===== config.mk =====
export PLATFORM = sky130hd
export DESIGN_NAME = branch_ctrl_unit
export DESIGN_NICKNAME = d
export VERILOG_FILES = /design/src/rtl/branch_ctrl_unit.sv
export SDC_FILE = /design/constraint.sdc
export NUM_CORES = 1
export LEC_CHECK = 0
export CORE_ASPECT_RATIO = 1.75
export CORE_MARGIN = 5
export CORE_UTILIZATION = 57
export CTS_CLUSTER_SIZE = 24
export DETAILED_ROUTE_END_ITERATION = 16
export PLACE_DENSITY = 0.95
export SLEW_MARGIN = 20
export SYNTH_ARGS = -nofsm -noshare
export SYNTH_HDL_FRONTEND = slang
export SYNTH_SLANG_ARGS = --single-unit

===== constraint.sdc =====
create_clock -name clk -period 5.14 [get_ports clk]
set_clock_uncertainty 0.2 [all_clocks]
set_input_delay 1.028 -clock clk [delete_from_list [all_inputs] [get_ports clk]]
set_output_delay 1.028 -clock clk [all_outputs]
set_load 0.02 [all_outputs]

===== src/rtl/branch_ctrl_unit.sv =====
`default_nettype none
// ============================================================================
// Module   : branch_ctrl_unit
// Purpose  : Flag register and program-counter sequencer. Latches the ALU
//            flag word, evaluates a selected (optionally inverted) flag bit,
//            and steps the PC through NEXT / JCC / CALL / RET. A LIFO return
//            stack is kept in registers. On stack overflow or underflow the
//            unit enters a sticky FAULT state that only rst can clear.
// Ports    : clk, rst          - clock, synchronous active-high reset
//            FLG, flg_we       - ALU flag word and its load enable
//            step, br_op       - execute strobe and operation
//            cond_sel/cond_inv - flag bit select and inversion for JCC/CALL
//            target            - jump/call destination
//            PC, flags_q       - registered program counter and flags
//            taken             - 1-cycle pulse after a redirecting step
//            depth             - return-stack occupancy
//            fault, stk_ovf, stk_unf - sticky fault indications
// Revision : 1.0 - initial release
// ============================================================================
module branch_ctrl_unit #(
  parameter int               PC_W        = 8,
  parameter int               STACK_DEPTH = 4,
  parameter logic [PC_W-1:0]  RESET_PC    = '0
) (
  input  logic                                 clk,
  input  logic                                 rst,
  input  logic [7:0]                           FLG,
  input  logic                                 flg_we,
  input  logic                                 step,
  input  logic [1:0]                           br_op,
  input  logic [2:0]                           cond_sel,
  input  logic                                 cond_inv,
  input  logic [PC_W-1:0]                      target,
  output logic [PC_W-1:0]                      PC,
  output logic [7:0]                           flags_q,
  output logic                                 taken,
  output logic [$clog2(STACK_DEPTH+1)-1:0]     depth,
  output logic                                 fault,
  output logic                                 stk_ovf,
  output logic                                 stk_unf
);

  localparam int c_DW = $clog2(STACK_DEPTH+1);

  localparam logic [1:0] c_OP_NEXT = 2'b00;
  localparam logic [1:0] c_OP_JCC  = 2'b01;
  localparam logic [1:0] c_OP_CALL = 2'b10;
  localparam logic [1:0] c_OP_RET  = 2'b11;

  localparam logic [0:0] c_ST_RUN   = 1'b0;
  localparam logic [0:0] c_ST_FAULT = 1'b1;

  localparam logic [c_DW-1:0] c_FULL = c_DW'(STACK_DEPTH);

  logic [0:0]       r_state;
  logic [0:0]       w_state_nxt;
  logic [PC_W-1:0]  r_pc;
  logic [7:0]       r_flags;
  logic             r_taken;
  logic [c_DW-1:0]  r_depth;
  logic             r_ovf;
  logic             r_unf;
  logic [PC_W-1:0]  r_stack [STACK_DEPTH];

  logic             w_active;
  logic             w_cond;
  logic [PC_W-1:0]  w_pc_inc;
  logic [PC_W-1:0]  w_top;
  logic             w_full;
  logic             w_empty;
  logic             w_push;
  logic             w_pop;
  logic             w_ovf_evt;
  logic             w_unf_evt;

  // Condition uses the flag register as it stood before this edge, so a
  // simultaneous flg_we only becomes visible to the next step.
  assign w_active  = step && (r_state == c_ST_RUN);
  assign w_cond    = r_flags[cond_sel] ^ cond_inv;
  assign w_pc_inc  = r_pc + 1'b1;
  assign w_full    = (r_depth == c_FULL);
  assign w_empty   = (r_depth == '0);
  assign w_push    = w_active && (br_op == c_OP_CALL) && w_cond && !w_full;
  assign w_pop     = w_active && (br_op == c_OP_RET) && !w_empty;
  assign w_ovf_evt = w_active && (br_op == c_OP_CALL) && w_cond && w_full;
  assign w_unf_evt = w_active && (br_op == c_OP_RET) && w_empty;

  // Top-of-stack lives at index depth-1.
  always_comb begin
    w_top = '0;
    for (int i = 0; i < STACK_DEPTH; i++) begin
      if (r_depth == c_DW'(i + 1)) w_top = r_stack[i];
    end
  end

  // FSM: state register
  always_ff @(posedge clk) begin
    if (rst) r_state <= c_ST_RUN;
    else     r_state <= w_state_nxt;
  end

  // FSM: next-state logic
  always_comb begin
    w_state_nxt = r_state;
    case (r_state)
      c_ST_RUN:   if (w_ovf_evt || w_unf_evt) w_state_nxt = c_ST_FAULT;
      c_ST_FAULT: w_state_nxt = c_ST_FAULT;
      default:    w_state_nxt = c_ST_FAULT;
    endcase
  end

  // FSM: outputs
  always_comb begin
    fault = (r_state == c_ST_FAULT);
  end

  // Datapath: PC, flags, depth, pulse and sticky flags
  always_ff @(posedge clk) begin
    if (rst) begin
      r_pc    <= RESET_PC;
      r_flags <= 8'h40;
      r_taken <= 1'b0;
      r_depth <= '0;
      r_ovf   <= 1'b0;
      r_unf   <= 1'b0;
    end else begin
      r_taken <= 1'b0;
      if (flg_we) r_flags <= {2'b01, FLG[5:0]};
      if (w_active) begin
        case (br_op)
          c_OP_NEXT: r_pc <= w_pc_inc;
          c_OP_JCC: begin
            r_pc    <= w_cond ? target : w_pc_inc;
            r_taken <= w_cond;
          end
          c_OP_CALL: begin
            if (!w_cond) begin
              r_pc <= w_pc_inc;
            end else if (!w_full) begin
              r_pc    <= target;
              r_depth <= r_depth + 1'b1;
              r_taken <= 1'b1;
            end else begin
              r_ovf <= 1'b1;
            end
          end
          default: begin
            if (!w_empty) begin
              r_pc    <= w_top;
              r_depth <= r_depth - 1'b1;
              r_taken <= 1'b1;
            end else begin
              r_unf <= 1'b1;
            end
          end
        endcase
      end
    end
  end

  // Return stack storage; contents are don't-care above depth, so no reset.
  always_ff @(posedge clk) begin
    for (int i = 0; i < STACK_DEPTH; i++) begin
      if (w_push && (r_depth == c_DW'(i))) r_stack[i] <= w_pc_inc;
    end
  end

  assign PC      = r_pc;
  assign flags_q = r_flags;
  assign taken   = r_taken;
  assign depth   = r_depth;
  assign stk_ovf = r_ovf;
  assign stk_unf = r_unf;

endmodule
`default_nettype wire


* Word level (Yosys, flattened, before mapping) *
Memories as Yosys holds them, arrays and structs flattened.
Cells that the tools add are included.

operators by class
  magnitude comparators = 1
  reduce and logical (&&, ||, !) cells = 25
  equal/unequal tests = 12
  multipliers = 0
  divide/modulo/power cells = 0
  bitwise gates (word level) = 5
  $add $sub $neg = 3
  shifts and indexed selects = 0
  muxes and demuxes = 38

operator list
  operator                                            number
  2-to-1 mux 8 bit                                    11
  one-hot mux 8 bit (3 select lines)                  1
  OR reduction 8 bit                                  3
  2-to-1 mux 1 bit                                    16
  logical AND 1 bit                                   11
  2-to-1 mux 3 bit                                    3
  adder 8 x 1 -> 8 bit, second input constant         1
  == test 3 x 2 -> 1 bit, second input constant       2
  2-to-1 mux 2 bit                                    3
  one-hot mux 3 bit (2 select lines)                  1
  AND reduction 3 bit                                 2
  AND reduction 5 bit                                 1
  == test 2 bit, second input constant                2
  < comparator 3 x 4 -> 1 bit, second input constant  1
  != test 2 bit, second input constant                2
  != test 4 x 1 -> 1 bit, second input constant       1
  NOT 1 bit                                           4
  AND reduction 4 bit                                 1
  OR reduction 2 bit                                  2
  adder 3 x 1 -> 3 bit, second input constant         1
  binary-select mux 1 bit (select 3 bit)              1
  == test 3 x 1 -> 1 bit, second input constant       1
  == test 3 bit, second input constant                1
  zero test 3 bit                                     1
  11 further kinds                                    11

storage, ports and cells
  bits of input ports = 26
  word-level logic and storage cells = 92
  flip-flop bits (word level) = 21
  output and inout bits = 23
  memory bits (read-only) = 0
  memories kept = 1
  bits in latches = 0
  bits in writable memories = 32

memories
  name     depth  bits a word  read ports  clocked after Yosys merged registers in  write ports  line  source
  r_stack  4      8            4           0                                        1            63    logic [PC_W-1:0] r_stack [STACK_DEPTH];

* Logic depth before layout (Yosys ltp) *
Gate-level depths: netlist of run 1.

  depth in word-level cells = 12
  depth in mapped cells = 10
  depth with buffers taken out = 8

* Least setup slack after synthesis of run 1 *
Ideal clock, no wire load.

  path type = input to register
  start point = input port cond_sel[1]
  end point = memory r_stack[1][0], enable pin
  path buffers = 1
  setup time = 0.370 ns
  data arrival time = 2.403 ns
  setup slack = 2.166 ns
  required time = 4.570 ns
  stages = 7
  cells stage by stage = mux2i_1 -> a211oi_2 -> a21oi_4 -> xnor2_2 -> buf_6 -> nand4_1 -> nor2_1

on the way
  cells in the longest elaborated chain, start to end = 12
  elaborated cells between the ends (all ways) = 26
  those cells by class = mux: 16; bitwise: 1; reduce/logical: 9

RTL lines
  what                                                                                 line  source
  start: declaration                                                                   31    input logic [2:0] cond_sel,
  binary-select mux 1 bit (select 3 bit) *                                             79    assign w_cond = r_flags[cond_sel] ^ cond_inv;
  2-to-1 mux 1 bit (implied by the code) *                                             79
  XOR 1 bit *                                                                          79
  logical AND 1 bit * (2 in series)                                                    83    assign w_push = w_active && (br_op == c_OP_CALL) && w_cond && !w_full;
  logical AND 1 bit                                                                    164   if (w_push && (r_depth == c_DW'(i))) r_stack[i] <= w_pc_inc;
  2-to-1 mux 1 bit                                                                     164
  2-to-1 mux 1 bit (implied by the code)                                               164
  OR reduction 8 bit (no source line)                                                  -
  2-to-1 mux 2 bit (no source line) or 2-to-1 mux 1 bit (tied branches) (3 in series)  -
  end: declaration                                                                     63

Every way passes the cells marked *; elsewhere a longest branch is shown, timed or not. The select of a mux whose other input is x is not followed.

* Worst setup path after layout of run 1 *
  start point = input port cond_sel[1]
  end point = memory r_stack[0][3], enable pin

Same word-level chain as after synthesis.

==> results of run 1 <==
-- layer usage --
metal | vias up | part of all wire (%) | wire length, microns | GRT usage [%]
met5 | - | 0 | 0 | 0
met4 | 0 | 6.0 | 395 | 13.4
met3 | 36 | 5.4 | 354 | 3.74
met2 | 105 | 56 | 3720 | 40.9
met1 | 1062 | 32 | 2140 | 19.6
li1 | 1055 | - | - | -
-- worst max-delay path by stage --
stage	slack, ps	cells past startpoint	end
floorplan	2170	7	r_stack[1][0]$_DFFE_PP_
global placement	1170	7	r_stack[0][5]$_DFFE_PP_
detailed placement	1070	7	r_stack[0][1]$_DFFE_PP_
CTS	1400	7	r_stack[0][6]$_DFFE_PP_
global route	1150	7	r_stack[0][7]$_DFFE_PP_
finish	1380	7	r_stack[0][3]$_DFFE_PP_
-- power breakdown --
group | internal, uW | leakage (uW) | switching, uW
Sequential | 465 | 0.000454 | 12.0
Clock | 102 | 0.0000506 | 149
Combinational | 77.8 | 0.000648 | 105
Total | 645 | 0.00115 | 266
-- cell usage after synthesis, types with 3 or more instances --
cell      instances  area [sq um]
a221o_1           8          80.1
nand2b_1          3          18.8
edfxtp_1         32           961
nand2_1          19          71.3
a21oi_1          20           100
inv_1            13          48.8
xnor2_1           5          43.8
and2_1            7          43.8
nand3_1           8          40.0
a31oi_1          16           100
a32o_1           10           100
ha_1             12           150
nor2_1           23          86.3
mux2i_1          11           110
nand4_1           3          18.8
clkbuf_1         11          41.3
dfxtp_1          21           420
o21ai_0          12          60.1
-- critical path, delay by kind of cell --
family	cells	cell delay (ps)
compound gates	2	380
xor+xnor	1	570
buf+inv	1	570
mux	1	120
simple gates	2	840
-- flip-flops by register name (all words and copies together), names as in the netlist --
| register | cells |
|---|---|
| flags_q | 6 |
| taken | 1 |
| PC | 8 |
| stk_ovf | 1 |
| fault | 1 |
| r_stack | 32 |
| depth | 3 |
| stk_unf | 1 |
-- stage by stage --
step                utilization [%]  hold slack [ps]  instances
floorplan                         -              322        267
global placement               67.7              236        347
detailed placement             67.7              269        347
CTS                            69.8              284        355
global route                   69.8              294        355
finish                         69.8              273        355
-- layout make-up --
type / count / share of cell area [%]
repair buffers: 44 / 13.4
multi-input cells: 185 / 38.1
clock inverters: 3 / 0.877
inverters: 13 / 1.49
clock buffers: 5 / 2.10
flip-flops and latches: 53 / 42.1
well taps: 52 / 1.98
-- layout by cell type, fill, tap and decap left out, drive strengths merged, types with 2 or more instances in the layout --
master         synthesis  routed
inv                   13      15
ha                    12      12
a221o                  8       8
nor2b                  2       2
clkdlybuf4s50          0      44
a21oi                 21      21
a32o                  10      10
and3                   2       2
clkbuf                11       5
mux2i                 11      11
edfxtp                32      32
xor2                   2       2
nand4                  3       3
nor2                  23      23
xnor2                  6       6
conb                   2       2
a31oi                 16      16
a211oi                 2       2
nand2                 19      19
or3                    2       2
nand3                  8       8
dfxtp                 21      21
nand2b                 3       3
nor4                   2       2
o21ai                 13      13
and2                   7       7
or2                    2       2
nor3                   2       2
-- kinds of logic after synthesis --
kind of cell | Yosys count | share of synthesized area (%)
mux | 11 | 3.99
simple gates | 77 | 13.8
compound gates | 75 | 19.0
fa+ha+maj | 12 | 5.45
xor+xnor | 8 | 2.81
flops | 53 | 50.1
buf+inv | 29 | 4.54
other cells | 2 | 0.272
==> reports/results.tsv, run 1 <==
metric	value	unit
status	complete, no violations	
Syn Nets	305	
Max Clk Rate	0.266	GHz
pre-CTS setup slack	1070	ps
synth unique cells	43	
Nets	340	
max-slew violation total from the final report	0	
cell area after synthesis	2760	sq um
Initial Utilization	58.6	%
Max-cap violations	0	
largest net degree at the start of global routing	22	
FF-to-FF End	PC[4]$_SDFFE_PP0P_	
Worst Setup SP	cond_sel[1]	
Startpoint Class	primary input	
Reg clk slew, reported paths	100	ps
final setup fails	0	
Crit path arrival time	3520	ps
WP data required	4900	ps
Worst R2R Start	depth[0]$_SDFFE_PP0P_	
Max-slew headroom	50.5	%
Post-Layout Inst Area	3280	sq um
Rows	33	
Worst Path Max Fanout	13	
wire per inst	18.6	microns
GR Overflow Total	0	
total wire length	6610	microns
first-pass GRT wire length	10600	microns
Seq/Total Area, Yosys	50.1	%
hold crit path type	register to register	
Post-CTS Setup Bufs	0	
CP Capture Type	register	
CTS H-tree depth	2	
Root Buffer	clkbuf_8	
overall routing resource usage	21.0	%
Post-Synthesis Cells	267	
P_leak	0.00115	uW
top_reg_cell synth	edfxtp_1	
Port Buf Inserts	44	
Die Y	102	microns
Power Dens Cells	277	nW/um^2
post-synthesis async set-or-reset flop share	0	%
number of I/O pins	49	
register bit total from synthesis	53	
post-route minimum period	3760	ps
Worst Slack Setup Final	1380	ps
Via Count	2258	
RSZ-0062 raised after global routing	no	
Tot Pwr	911	uW
Final period util	73.2	%
Core Area	4710	sq um
worst-path cell chain	clkdlybuf4s50_1 -> mux2i_1 -> a211oi_2 -> a21oi_4 -> xnor2_2 -> nand4_1 -> nor2_1	
critical path class	primary input to register	
Area Growth Syn to Fin	19.1	%
Antenna diodes	0	
Post-route DRC	0	
Worst R2R Path Depth	8	
Hold Path Depth	2	
dpl cell area	3190	sq um
FF+latch area	1380	sq um
slowest CP cell	nor2_1	
CTS Buf Count	5	
vias in the first global route	2313	
internal reg-to-reg setup slack	2220	ps
Clock Path Buffers	2	
TritonCTS clock tree	yes	
Clock Latency Late Sink	310	ps
die area	6380	sq um
Peak VDD IR	0.326	mV
Placer Congestion	0.821	
vias per cell	6.36	
slowest cell delay on critical path	580	ps
Final Hold Viols	0	
hold-critical path endpoint	stk_ovf$_SDFFE_PP0P_	
EDFF count, synth	32	
Synth Warn #	0	
hpwl dp	4860	microns
DRT iter0 DRCs	124	
layout cell share with drive strength beyond 1	4.62	%
Fill cells	325	
Die Span X	62.6	microns
Setup TNS Final	0	ps
clock tree sinks	53	
area of the multi-input gates	1250	sq um
drt first pass iters	4	
Hold Startpoint	stk_ovf$_SDFFE_PP0P_	
post-cts sizing count	0	
Post-DRT Antenna Nets	0	
initial antenna violation count	0	
Avg Inst Size Synth	10.3	sq um
hold_buf cts	0	
worst slew pin tran	722	ps
No activity file was read; power rests on OpenSTA's default activity.
==> run 2: changes to the inputs <==
Settings changed: CORE_UTILIZATION 57 to 47, PLACE_DENSITY 0.95 to 0.84.
Clock period 5.14 ns to 3.1 ns, I/O delays scaled along.
==> run 2 against run 1 <==
  * Flip-flop and latch count is the same
  * Global-route usage is 1.5 points lower
  * Register-to-register slack got worse by 1700 ps
  * Wire length increased by 8.4%
  * Sequential power rose by 66%
  * Clock-buffer cell count did not move
  * Power grew 67%
  * Hold slack worse by 1.3 ps
  * Combinational power grew 77%
  * Clock power rose by 63%
  * Worst setup slack worse by 1100 ps
  * Largest cell class unchanged
  * Highest routed layer unchanged
==> reports/results.tsv, run 2 (synthesis gave the netlist of run 1 again) <==
metric	value	unit	change
GRT met1 Usage	17.5	%	-2.1 points
Core Area	5790	sq um	+23%
Crit path buffers/inverters	1		unchanged
Die Y	111	microns	+9.1%
Startpoint Class	primary input		
met2 usage	36.5	%	-4.4 points
global-route met3 utilization	3.85	%	+0.11 points
Fill cells	475		+46%
CTS Buf Count	5		unchanged
Clock Latency Late Sink	310	ps	about the same
post-route minimum period	2840	ps	
P_leak	0.00121	uW	+5.3%
Reg clk slew, reported paths	100	ps	about the same
final setup fails	0		unchanged
sequential power share	51.9	%	-0.5 points
Max-slew headroom	48.8	%	-1.7 points
Power Dens Cells	447	nW/um^2	+61%
Crit path arrival time	2900	ps	-620 ps
post-cts sizing count	0		unchanged
Port Buf Inserts	44		unchanged
most common cell after layout, fill and taps aside	clkdlybuf4s50_1		
Setup TNS Final	0	ps	unchanged
GR Overflow Total	0		unchanged
Max Clk Rate	0.352	GHz	
layout cell share with drive strength beyond 1	8.54	%	+3.9 points
Nets	353		+3.8%
wire per inst	18.2	microns	-2.3%
Post-CTS Setup Bufs	0		unchanged
area of the multi-input gates	1250	sq um	unchanged
hold crit path type	register to register		
WP data required	3160	ps	-1740 ps
grt peak-use layer	met2		
Core Util, Final	58.9	%	-11 points
die area	7560	sq um	+18%
status	complete, no violations		
DRT iter0 DRCs	173		+40%
Die Span X	67.9	microns	+8.5%
slowest cell delay on critical path	680	ps	+100 ps
number of I/O pins	49		unchanged
Initial Utilization	47.6	%	-11 points
slowest CP cell	mux2i_1		
vias in the first global route	2375		+2.7%
critical path class	primary input to register		
Most flops, register	r_stack		
TritonCTS clock tree	yes		
delay-heaviest family, CP	multiplexers		
P_int	1080	uW	+67%
Final period util	91.7	%	
Comb power frac	21.3	%	+1.2 points
overall routing resource usage	19.5	%	-1.5 points
Peak VDD IR	0.319	mV	-1.9%
initial antenna violation count	0		unchanged
Post-DRT Antenna Nets	0		unchanged
Clk pwr share	26.8	%	-0.8 points
Post-route DRC	0		unchanged
hpwl dp	5280	microns	+8.6%
drt first pass iters	5		+1
vias per cell	5.90		-7.3%
Rows	37		+12%
switching share of power	29.4	%	+0.18 points
most frequent cells in the layout	44 x clkdlybuf4s50_1, 32 x edfxtp_1, 23 x nor2_1		
FF+latch area	1380	sq um	unchanged
Largest register FFs	32		unchanged
Antenna diodes	0		unchanged
clock tree sinks	53		unchanged
Via Count	2323		+2.9%
largest net degree at the start of global routing	19		-14%
switching power total	448	uW	+68%
Clock Path Buffers	2		unchanged
CTS H-tree depth	2		unchanged
Placer Congestion	0.914		+11%
CP Capture Type	register		
Most Frequent Cell on Critical Path	mux2i_1		
first-pass GRT wire length	11000	microns	+3.8%
total wire length	7170	microns	+8.4%
Final Hold Viols	0		unchanged
RSZ-0062 raised after global routing	no		
hold_buf cts	0		unchanged
Max-cap violations	0		unchanged
max-slew violation total from the final report	0		unchanged
Worst Path Max Fanout	8		-5
worst-path cell chain	clkdlybuf4s50_1 -> mux2i_1 -> o21ai_1 -> a21oi_4 -> mux2i_1 -> a221o_1 -> a32o_1		
worst slew pin tran	747	ps	+24.7 ps
Root Buffer	clkbuf_8		
Area Growth Syn to Fin	23.7	%	
-- run 2: cell types whose count changed in the layout (fill, tap and decap cells not counted) --
cell,change
inv_8,-1
buf_4,+13
clkinvlp_4,+1
-- run 2: worst paths after layout --
check | startpoint | end | slack, ps | depth (start not counted)
worst min-delay path | stk_ovf$_SDFFE_PP0P_ | stk_ovf$_SDFFE_PP0P_ | 270 | 2
worst min register to register | stk_ovf$_SDFFE_PP0P_ | stk_ovf$_SDFFE_PP0P_ | 270 | 2
worst max-delay path | cond_sel[1] | PC[0]$_SDFFE_PP0P_ | 260 | 7
worst max register to register | depth[0]$_SDFFE_PP0P_ | PC[0]$_SDFFE_PP0P_ | 550 | 7
-- run 2: layout make-up --
class,count,area share [%]
Timing Repair Buffer,57,15.8
Multi-Input combinational cell,185,36.7
Sequential cell,53,40.5
Clock inverter,3,0.734
Clock buffer,5,2.02
Tap cell,78,2.86
Inverter,13,1.43
-- run 2: power by group through the flow --
stage	Sequential [uW]	Combinational [uW]	Clock [uW]
after global routing	794	346	436
after detailed placement	807	318	0
after global placement	805	309	0
after CTS	790	321	418
final	791	324	408
after floorplan	823	171	0
-- run 2: worst min-delay path, cell delays in order, from the launching register on --
cell and delay, ps:
dfxtp_1 330, inv_1 50, a21oi_1 50
-- run 2: metrics by stage --
stage	worst slack, ps	hold slack, ps	total power (uW)	instance area [sq um]	cells
global route	227	313	1580	3410	394
global placement	79.6	237	1110	3320	386
detailed placement	-16.6	265	1120	3320	386
floorplan	534	322	994	2760	267
CTS	292	281	1530	3410	394
finish	258	271	1520	3410	394
-- run 2: per-layer routing --
| layer | up-vias | wire (microns) |
|---|---|---|
| met5 | - | 0 |
| met2 | 84 | 4060 |
| met1 | 1129 | 2390 |
| met4 | 0 | 311 |
| li1 | 1085 | - |
| met3 | 25 | 405 |
